**src/rtl/tdm_demux.sv**
```systemverilog
// rtl/tdm_demux.sv - TDM receive demultiplexer with frame-alignment tracking
//
// Splits one round-robin sample stream of CHANNELS interleaved channels into
// per-channel held registers. Channel 0 of each frame is marked by in_sync.
//
// Ports:
//   clk        rising-edge clock
//   rst        synchronous reset, active-high
//   in_valid   qualifies in_data / in_sync
//   in_data    multiplexed sample (WIDTH bits)
//   in_sync    sample is channel 0 of a frame
//   out_data   channel k held at [k*WIDTH +: WIDTH]
//   out_valid  one-cycle pulse per channel update (at most one bit set)
//   frame_done one-cycle pulse alongside the last channel's out_valid
//   locked     high while frame alignment is established
//   sync_err   one-cycle pulse on an early or missing sync
module tdm_demux #(
    parameter int WIDTH    = 8,
    parameter int CHANNELS = 4
) (
    input  logic                      clk,
    input  logic                      rst,
    input  logic                      in_valid,
    input  logic [WIDTH-1:0]          in_data,
    input  logic                      in_sync,
    output logic [CHANNELS*WIDTH-1:0] out_data,
    output logic [CHANNELS-1:0]       out_valid,
    output logic                      frame_done,
    output logic                      locked,
    output logic                      sync_err
);

    localparam int SW = (CHANNELS > 1) ? $clog2(CHANNELS) : 1;
    localparam logic [SW-1:0] SLOT_LAST = SW'(CHANNELS - 1);
    localparam logic [SW-1:0] SLOT_ONE  = SW'(1);

    typedef enum logic {
        HUNT   = 1'b0,
        LOCKED = 1'b1
    } state_t;

    state_t                    state_q, state_d;
    logic [SW-1:0]             slot_q, slot_d;
    logic [CHANNELS*WIDTH-1:0] data_q, data_d;
    logic [CHANNELS-1:0]       out_valid_q, out_valid_d;
    logic                      frame_done_q, frame_done_d;
    logic                      sync_err_q, sync_err_d;
    logic                      locked_q, locked_d;

    // Write request from the FSM; the write itself is decoded below so
    // the FSM only has to name the target slot.
    logic                      wr_en;
    logic [SW-1:0]             wr_slot;

    always_ff @(posedge clk) begin
        if (rst) begin
            state_q      <= HUNT;
            slot_q       <= '0;
            data_q       <= '0;
            out_valid_q  <= '0;
            frame_done_q <= 1'b0;
            sync_err_q   <= 1'b0;
            locked_q     <= 1'b0;
        end else begin
            state_q      <= state_d;
            slot_q       <= slot_d;
            data_q       <= data_d;
            out_valid_q  <= out_valid_d;
            frame_done_q <= frame_done_d;
            sync_err_q   <= sync_err_d;
            locked_q     <= locked_d;
        end
    end

    // Next-state and alignment logic.
    always_comb begin
        state_d      = state_q;
        slot_d       = slot_q;
        frame_done_d = 1'b0;
        sync_err_d   = 1'b0;
        wr_en        = 1'b0;
        wr_slot      = '0;

        if (in_valid) begin
            unique case (state_q)
                HUNT: begin
                    // Non-sync samples are silently dropped while hunting.
                    if (in_sync) begin
                        wr_en   = 1'b1;
                        wr_slot = '0;
                        slot_d  = SLOT_ONE;
                        state_d = LOCKED;
                    end
                end
                LOCKED: begin
                    if (in_sync) begin
                        // A sync anywhere but slot 0 is an early frame start:
                        // flag it, but trust the sync and realign on it.
                        sync_err_d = (slot_q != '0);
                        wr_en      = 1'b1;
                        wr_slot    = '0;
                        slot_d     = SLOT_ONE;
                    end else if (slot_q == '0) begin
                        // Expected a frame start and did not get one: alignment
                        // is lost, so drop the sample and go back to hunting.
                        sync_err_d = 1'b1;
                        slot_d     = '0;
                        state_d    = HUNT;
                    end else begin
                        wr_en   = 1'b1;
                        wr_slot = slot_q;
                        // Explicit wrap so non-power-of-2 CHANNELS works.
                        if (slot_q == SLOT_LAST) begin
                            slot_d       = '0;
                            frame_done_d = 1'b1;
                        end else begin
                            slot_d = slot_q + SLOT_ONE;
                        end
                    end
                end
                default: begin
                    state_d = HUNT;
                    slot_d  = '0;
                end
            endcase
        end

        locked_d = (state_d == LOCKED);
    end

    // Channel register write decode.
    always_comb begin
        data_d      = data_q;
        out_valid_d = '0;
        for (int k = 0; k < CHANNELS; k++) begin
            if (wr_en && (wr_slot == SW'(k))) begin
                data_d[k*WIDTH +: WIDTH] = in_data;
                out_valid_d[k]           = 1'b1;
            end
        end
    end

    assign out_data   = data_q;
    assign out_valid  = out_valid_q;
    assign frame_done = frame_done_q;
    assign sync_err   = sync_err_q;
    assign locked     = locked_q;

endmodule

```
**config.mk**
```make
export PLATFORM = sky130hd
export DESIGN_NAME = tdm_demux
export DESIGN_NICKNAME = d
export VERILOG_FILES = /design/src/rtl/tdm_demux.sv
export SDC_FILE = /design/constraint.sdc
export NUM_CORES = 1
export LEC_CHECK = 0
export CAP_MARGIN = 10
export CORE_UTILIZATION = 50
export CTS_CLUSTER_SIZE = 14
export DETAILED_ROUTE_END_ITERATION = 16
export HOLD_SLACK_MARGIN = 0.05
export PLACE_DENSITY = 0.88
export SYNTH_ARGS = -nofsm -noshare
export SYNTH_HDL_FRONTEND = slang
export SYNTH_SLANG_ARGS = --single-unit
```
**constraint.sdc**
```tcl
create_clock -name clk -period 3.5 [get_ports clk]
set_input_delay 0.35 -clock clk [delete_from_list [all_inputs] [get_ports clk]]
set_output_delay 0.35 -clock clk [all_outputs]
set_load 0.005 [all_outputs]
```
# Yosys cells after proc, flatten, opt, wreduce, memory -nomap -nowiden
# Cells that the tools add are included.
# classes
add_sub_neg	1
n_eq_ne	5
mux	21
bitwise	2
n_reduce_logical	10
# ops
op	count
two-way mux 2 bit	7
two-way mux 1 bit	11
one-hot mux 2 bit (2 select lines)	2
equality test 2 bit, second input constant	3
OR reduction 5 bit	1
logical AND 1 bit	4
logical NOT 2 bit	2
OR reduction 3 bit	1
adder 2 x 1 -> 2 bit, second input constant	1
equality test 2 x 1 -> 1 bit, second input constant	1
!= test 2 bit, second input constant	1
NOT 1 bit	2
one-hot mux 1 bit (2 select lines)	1
AND reduction 2 bit	1
nonzero test 2 bit	1
# totals
ff_bits	41
inputBits	12
out_inout_bits	39
wordCells	48

# Depth between registers and ports, before layout
# Gate-level depths: netlist of the first run.
# logic_depth
depth_word	8
depth_mapped	8

# Worst setup path after synthesis of the first run
# No wires, ideal clock.
# synth_path
kind	register -> register
start	register slot_q[0]
end	register data_q[10] (netlist: out_data[10])
setup_ps	128
arrival_ps	1650
t_required_ps	3372
slack_ps	1723
path_stages_with_launch	8
n_path_buf	1
period_less_slack_ps	1777
cell_sequence	dfxtp_1 inv_1 ha_1 ha_1 nor4b_4 buf_6 mux2i_1 nor2_1
# synth_via
elab_chain_len	7
# synth_lines
element	line_no	text
start: declaration	43	logic [SW-1:0] slot_q, slot_d;
start signal: assignment	66	slot_q <= slot_d;
logical NOT 2 bit	103	end else if (slot_q == '0) begin
two-way mux 2 bit	103	
two-way mux 2 bit	96	if (in_sync) begin
one-hot mux 2 bit (2 select lines)	85	unique case (state_q)
two-way mux 2 bit	84	if (in_valid) begin
equality test 2 x 1 -> 1 bit	136	if (wr_en && (wr_slot == SW'(k))) begin
logical AND 1 bit (*)	136	
end signal: assignment	67	data_q <= data_d;
end: declaration	44	logic [CHANNELS*WIDTH-1:0] data_q, data_d;
# Mark *: on every way between the ends. The rest lies on a longest branch, timed or not.
# A chain may end at the register's enable or synchronous reset.

# Worst setup path in the final report of the first run
# Same ends and word-level chain as after synthesis.

==> summary.md, run 1 <==
| Metric | Value |
|---|---|
| Vias | 1,260 |
| RSZ-0062 raised after global routing | no |
| Post-synth top area share | 48.3% |
| Synth area leader | dfxtp_1 |
| Synth-to-layout area growth | 32.8% |
| Number of global-route vias before repair | 1,246 |
| Via density | 5.04 |
| Row count | 20 |
| H-tree level count | 2 |
| Hold Buf Count CTS | 0 |
| Die area | 0.00364 mm² |
| Total leakage power | 0.843 nW |
| TritonCTS clock tree | done |
| Post-CTS Setup Inserts | 0 |
| Status | complete, no violations |
| Crit path max fanout | 8 |
| N_diodes | 0 |
| DIE HEIGHT | 60.3 µm |
| Reg clk slew, reported paths | 0.11 ns |
| Initial antenna violation count | 0 |
| Max frequency | 449 MHz |
| Worst vdd rail ir drop | 0.336 mV |
| Worst Path Required | 3.75 ns |
| Initial DRT Pass Iterations | 4 |
| Least-Margin Pin Slew | 1.07 ns |
| DP Area | 0.00218 mm² |
| Final Net Count | 222 |
| Hold Crit Class | register to register |
| Syn. warnings | 0 |
| Total power divided by cell area | 378 mW/mm² |
| Fillers | 245 |
| Worst skew pair latency | 0.34 ns |
| Final worst-path cycle share | 63.7% |
| R2R depth | 6 |
| Share of cells above drive strength 1 | 7.77% |
| Max-slew violations | 0 |
| Hold slack | 0.482 ns |
| Initial DRC Count | 39 |
| Worst EP arrival | 2.48 ns |
| TNS Setup | 0 ns |
| Grt total ovfl | 0 |
| Final Cell Area | 0.00226 mm² |
| Max cap viols | 0 |
| GP Congestion | 0.797 |
| Async set or reset register ratio after synthesis | 0% |
| Post-Syn Nets | 174 |
| Hold Path Depth | 2 |
| Routed Antenna Nets | 0 |
| Mean post-synth cell area | 10.8 µm² |
| Reg-to-reg slack, setup | 1.27 ns |
| Root buffer cell | clkbuf_4 |
| First-pass GRT wire length | 5690 µm |
| Metal-1 WL | 1630 µm |
| Yosys reg bits | 41 |
| Detailed placement HPWL | 2520 µm |
| DR WL met2 | 1650 µm |
| Met3 WL | 150 µm |
| Synth Instances | 158 |
| Setup Skew | 0.00907 ns |
| Clock Path Buffers | 2 |
| DR WL/cell | 14.0 µm |
| Most instantiated library cell after synthesis | dfxtp_1 |
| Min Tclk post-route | 2.23 ns |
| Post-CTS resize count | 0 |
| Starting density of the core | 54.3% |
| Top sig layer | met4 |
| TritonCTS Buffers | 5 |
| Final hold vios | 0 |
| Critical Path Source Type | register |
| Sequential fraction of the synthesis area | 48.3% |
| Final setup margin | 1.27 ns |
| Clock Sinks | 41 |
| Post-synth EDFFs | 0 |
| WL final | 3500 µm |
| Dpl ws | 0.933 ns |
| Io pins | 51 |
| Largest cells by area after synthesis | dfxtp_1 48%, mux2i_1 14%, nand2b_1 5.9% |
| IO Port Bufs | 50 |
| DRC Markers | 0 |
| Synth Cell Area | 0.00170 mm² |
| Critical Path End Type | register |
| Chip Width | 60.3 µm |
| Commonest cells in the synthesized netlist | 41 x dfxtp_1, 24 x mux2i_1, 18 x nor2_1 |
| Total GRT Usage | 22.0% |
| Largest net degree at the start of global routing | 39 |
| Worst setup path category | register to register |
| Core area | 0.00313 mm² |
| # setup viols final | 0 |
| Top_reg_cell synth | dfxtp_1 |
| Relative slew slack | 28.4% |
| Synth cell types | 30 |
==> placed cells by master (no fill, tap or decap), types with 4 or more instances in the layout <==
master,netlist,routed
o21ai_1,10,10
dfxtp_1,41,41
nand2b_1,16,16
mux2i_1,24,24
nor2_1,18,18
inv_1,4,4
clkdlybuf4s50_1,0,50
ha_1,4,4
nor3_1,7,7
clkbuf_4,0,5
nand3b_1,8,8
==> worst paths after layout <==
| path | from | to |
|---|---|---|
| min | out_data[7]$_SDFFE_PP0P_ | out_data[7]$_SDFFE_PP0P_ |
| min reg2reg | out_data[7]$_SDFFE_PP0P_ | out_data[7]$_SDFFE_PP0P_ |
| max reg2reg | slot_q[0]$_SDFFE_PP0P_ | out_data[10]$_SDFFE_PP0P_ |
| max | slot_q[0]$_SDFFE_PP0P_ | out_data[10]$_SDFFE_PP0P_ |
==> critical path, stage by stage (launching register included) <==
cell and delay, ns:
dfxtp_1 0.44, inv_1 0.15, ha_1 0.26, ha_1 0.27
nor4b_4 0.67, mux2i_1 0.28, nor2_1 0.06
==> metrics by stage <==
step	power, mW	util (%)	std cells
2_1_floorplan	0.537	-	158
3_3_place_gp	0.572	69.8	243
3_5_place_dp	0.576	69.8	243
4_1_cts	0.859	72.1	250
5_1_grt	0.881	72.1	250
6_report	0.853	72.1	250
==> final cells by class <==
class / instances / area [µm²] / share of cell area, %
Clock buffer: 5 / 37.5 / 1.66
Timing Repair Buffer: 51 / 508 / 22.5
Multi-Input combinational cell: 103 / 785 / 34.8
Clock inverter: 2 / 35.0 / 1.55
Tap cell: 44 / 55.1 / 2.44
Inverter: 4 / 15.0 / 0.666
Sequential cell: 41 / 821 / 36.4
==> flip-flops by register name, summed over array words and instances (netlist names) <==
signal      count
out_valid       4
locked          1
frame_done      1
slot_q          2
sync_err        1
out_data       32
==> cells by family (layout without fill, tap and decap cells) <==
group,count (synthesis),after routing,synth area share [%]
simple gates,59,59,22.5
buf+inv,14,62,5.52
flops,41,41,48.3
mux,24,24,14.1
compound gates,16,16,6.55
fa+ha+maj,4,4,2.95
==> report_power, final <==
part           switching, mW  leakage (nW)  internal, mW
combinational         0.0386         0.470        0.0440
sequential           0.00761         0.332         0.475
clock                  0.142        0.0410         0.145
total                  0.189         0.843         0.665
==> routing by layer <==
| metal | up-vias | track usage (%) |
|---|---|---|
| li1 | 636 | - |
| met1 | 585 | 27.4 |
| met2 | 34 | 34.4 |
| met3 | 5 | 6.49 |
| met4 | 0 | 11.0 |
| met5 | - | 0 |
Power figures use the tool's default switching activity.
==> run 2: changes to the inputs <==
--- a/config.mk
+++ b/config.mk
@@ -6,11 +6,11 @@
 export NUM_CORES = 1
 export LEC_CHECK = 0
 export CAP_MARGIN = 10
-export CORE_UTILIZATION = 50
+export CORE_UTILIZATION = 46
 export CTS_CLUSTER_SIZE = 14
 export DETAILED_ROUTE_END_ITERATION = 16
 export HOLD_SLACK_MARGIN = 0.05
-export PLACE_DENSITY = 0.88
+export PLACE_DENSITY = 0.82
 export SYNTH_ARGS = -nofsm -noshare
 export SYNTH_HDL_FRONTEND = slang
 export SYNTH_SLANG_ARGS = --single-unit
==> constraint.sdc (replaced) <==
create_clock -name clk -period 2.3 [get_ports clk]
set_input_delay 0.23 -clock clk [delete_from_list [all_inputs] [get_ports clk]]
set_output_delay 0.23 -clock clk [all_outputs]
set_load 0.005 [all_outputs]
==> run 2 against run 1 <==
Worst setup slack worse by 0.98 ns. Wire length is 2.1% lower. Sequential cell count stayed put. Cell count is 2.0% higher. Sequential share of layout area is 0.65 points lower. Critical path depth is 1 higher. Largest cell class unchanged. Total power is 57% higher.
==> summary.md, run 2 (same netlist as run 1, synthesis figures left out) <==
| Metric | Value |
|---|---|
| TritonCTS clock tree | done |
| Total GRT Usage | 19.7% (-2.3 points) |
| Initial DRC Count | 39 (unchanged) |
| Commonest non-fill, non-tap cell in the layout | clkdlybuf4s50_1 |
| Max-slew violations | 0 (unchanged) |
| Final Cell Area | 0.00230 mm² (+1.8%) |
| TritonCTS Buffers | 5 (unchanged) |
| RSZ-0062 raised after global routing | no |
| Setup Skew | 0.00642 ns (-0.00264 ns) |
| Grt total ovfl | 0 (unchanged) |
| Post-CTS Setup Inserts | 0 (unchanged) |
| Total leakage power | 0.864 nW (+2.4%) |
| Initial antenna violation count | 0 (unchanged) |
| Crit path max fanout | 8 (unchanged) |
| Routed Antenna Nets | 0 (unchanged) |
| TNS Setup | 0 ns (unchanged) |
| Most frequent cells in the layout | 50 x clkdlybuf4s50_1, 41 x dfxtp_1, 24 x mux2i_1 |
| H-tree level count | 2 (unchanged) |
| Synth-to-layout area growth | 35.2% |
| Hold slack | 0.481 ns (-0.00164 ns) |
| Worst Path Required | 2.47 ns (-1.28 ns) |
| Worst skew pair latency | 0.30 ns (-0.04 ns) |
| Reg clk slew, reported paths | 0.08 ns (-0.03 ns) |
| # setup viols final | 0 (unchanged) |
| GP Congestion | 0.846 (+6.1%) |
| Chip Width | 62.8 µm (+4.1%) |
| Final Net Count | 224 (+0.90%) |
| Largest net degree at the start of global routing | 50 (+28%) |
| Final hold vios | 0 (unchanged) |
| Worst setup path category | register to register |
| Die area | 0.00394 mm² (+8.4%) |
| Critical Path End Type | register |
| Share of cells above drive strength 1 | 9.09% (+1.3 points) |
| Post-CTS resize count | 0 (unchanged) |
| Max cap viols | 0 (unchanged) |
| DR WL/cell | 13.4 µm (-4.0%) |
| Max reg flops | 32 (unchanged) |
| Critical Path Source Type | register |
| First-pass GRT wire length | 5990 µm (+5.2%) |
| N_diodes | 0 (unchanged) |
| Relative slew slack | 71.7% (+43 points) |
| Root buffer cell | clkbuf_8 |
| Vias | 1,274 (+1.1%) |
| DIE HEIGHT | 62.8 µm (+4.1%) |
| Finished Core Util | 66.7% (-5.4 points) |
| Min Tclk post-route | 2.01 ns (-0.223 ns) |
| Row count | 21 (+5.0%) |
| DP Area | 0.00220 mm² (+0.80%) |
| IO Port Bufs | 50 (unchanged) |
| Status | complete, no violations |
| Io pins | 51 (unchanged) |
| Total power divided by cell area | 584 mW/mm² (+54%) |
| Hold Buf Count CTS | 0 (unchanged) |
| DRC Markers | 0 (unchanged) |
| Worst vdd rail ir drop | 0.507 mV (+51%) |
| Worst EP arrival | 2.18 ns (-0.30 ns) |
| Least-Margin Pin Slew | 0.422 ns (-0.649 ns) |
| Clock Sinks | 41 (unchanged) |
| Detailed placement HPWL | 2490 µm (-1.2%) |
| Initial DRT Pass Iterations | 4 (unchanged) |
| Core area | 0.00344 mm² (+10%) |
| Number of global-route vias before repair | 1,214 (-2.6%) |
| Hold Crit Class | register to register |
| Final worst-path cycle share | 87.2% (+24 points) |
| Starting density of the core | 49.4% (-5.0 points) |
| Clock Path Buffers | 2 (unchanged) |
| Via density | 5.00 (-0.87%) |
| Max frequency | 499 MHz (+11%) |
| WL final | 3420 µm (-2.1%) |
==> run 2: cell type report <==
cell class,count,area [µm²]
clock inverters,2,13.8
flip-flops and latches,41,821
repair buffers,53,523
fillers,267,1140
inverters,4,15.0
clock buffers,6,82.6
well taps,46,57.6
multi-input cells,103,785
==> run 2: report_power, final <==
group	switching, mW	internal [mW]
Clock	0.240	0.243
Combinational	0.0563	0.0674
Sequential	0.0117	0.723
==> run 2: worst paths after layout <==
path,start,endpoint,slack (ns),cells after the start
worst min register to register,out_data[7]$_SDFFE_PP0P_,out_data[7]$_SDFFE_PP0P_,0.48,2
worst max register to register,slot_q[0]$_SDFFE_PP0P_,out_data[12]$_SDFFE_PP0P_,0.29,7
worst min-delay path,out_data[7]$_SDFFE_PP0P_,out_data[7]$_SDFFE_PP0P_,0.48,2
worst max-delay path,slot_q[0]$_SDFFE_PP0P_,out_data[12]$_SDFFE_PP0P_,0.29,7
==> run 2: metal layers <==
metal	GRT usage, %	part of all wire (%)
met1	25.1	45
met5	0	0
met2	32.2	49
met4	8.14	1.8
met3	4.38	4.3
==> run 2: stage by stage <==
step | total power, mW | worst slack [ns] | cells
finish | 1.34 | 0.294 | 255
global route | 1.40 | 0.0906 | 255
CTS | 1.36 | 0.267 | 255
detailed placement | 0.875 | 0.285 | 247
global placement | 0.872 | 0.352 | 247
floorplan | 0.817 | 0.523 | 158
==> run 2: critical path, stage by stage, from the launching register on <==
cell	delay (ns)
dfxtp_1	0.43
inv_1	0.15
ha_1	0.25
ha_1	0.26
nor4b_4	0.29
buf_4	0.23
mux2i_1	0.21
nor2_1	0.06
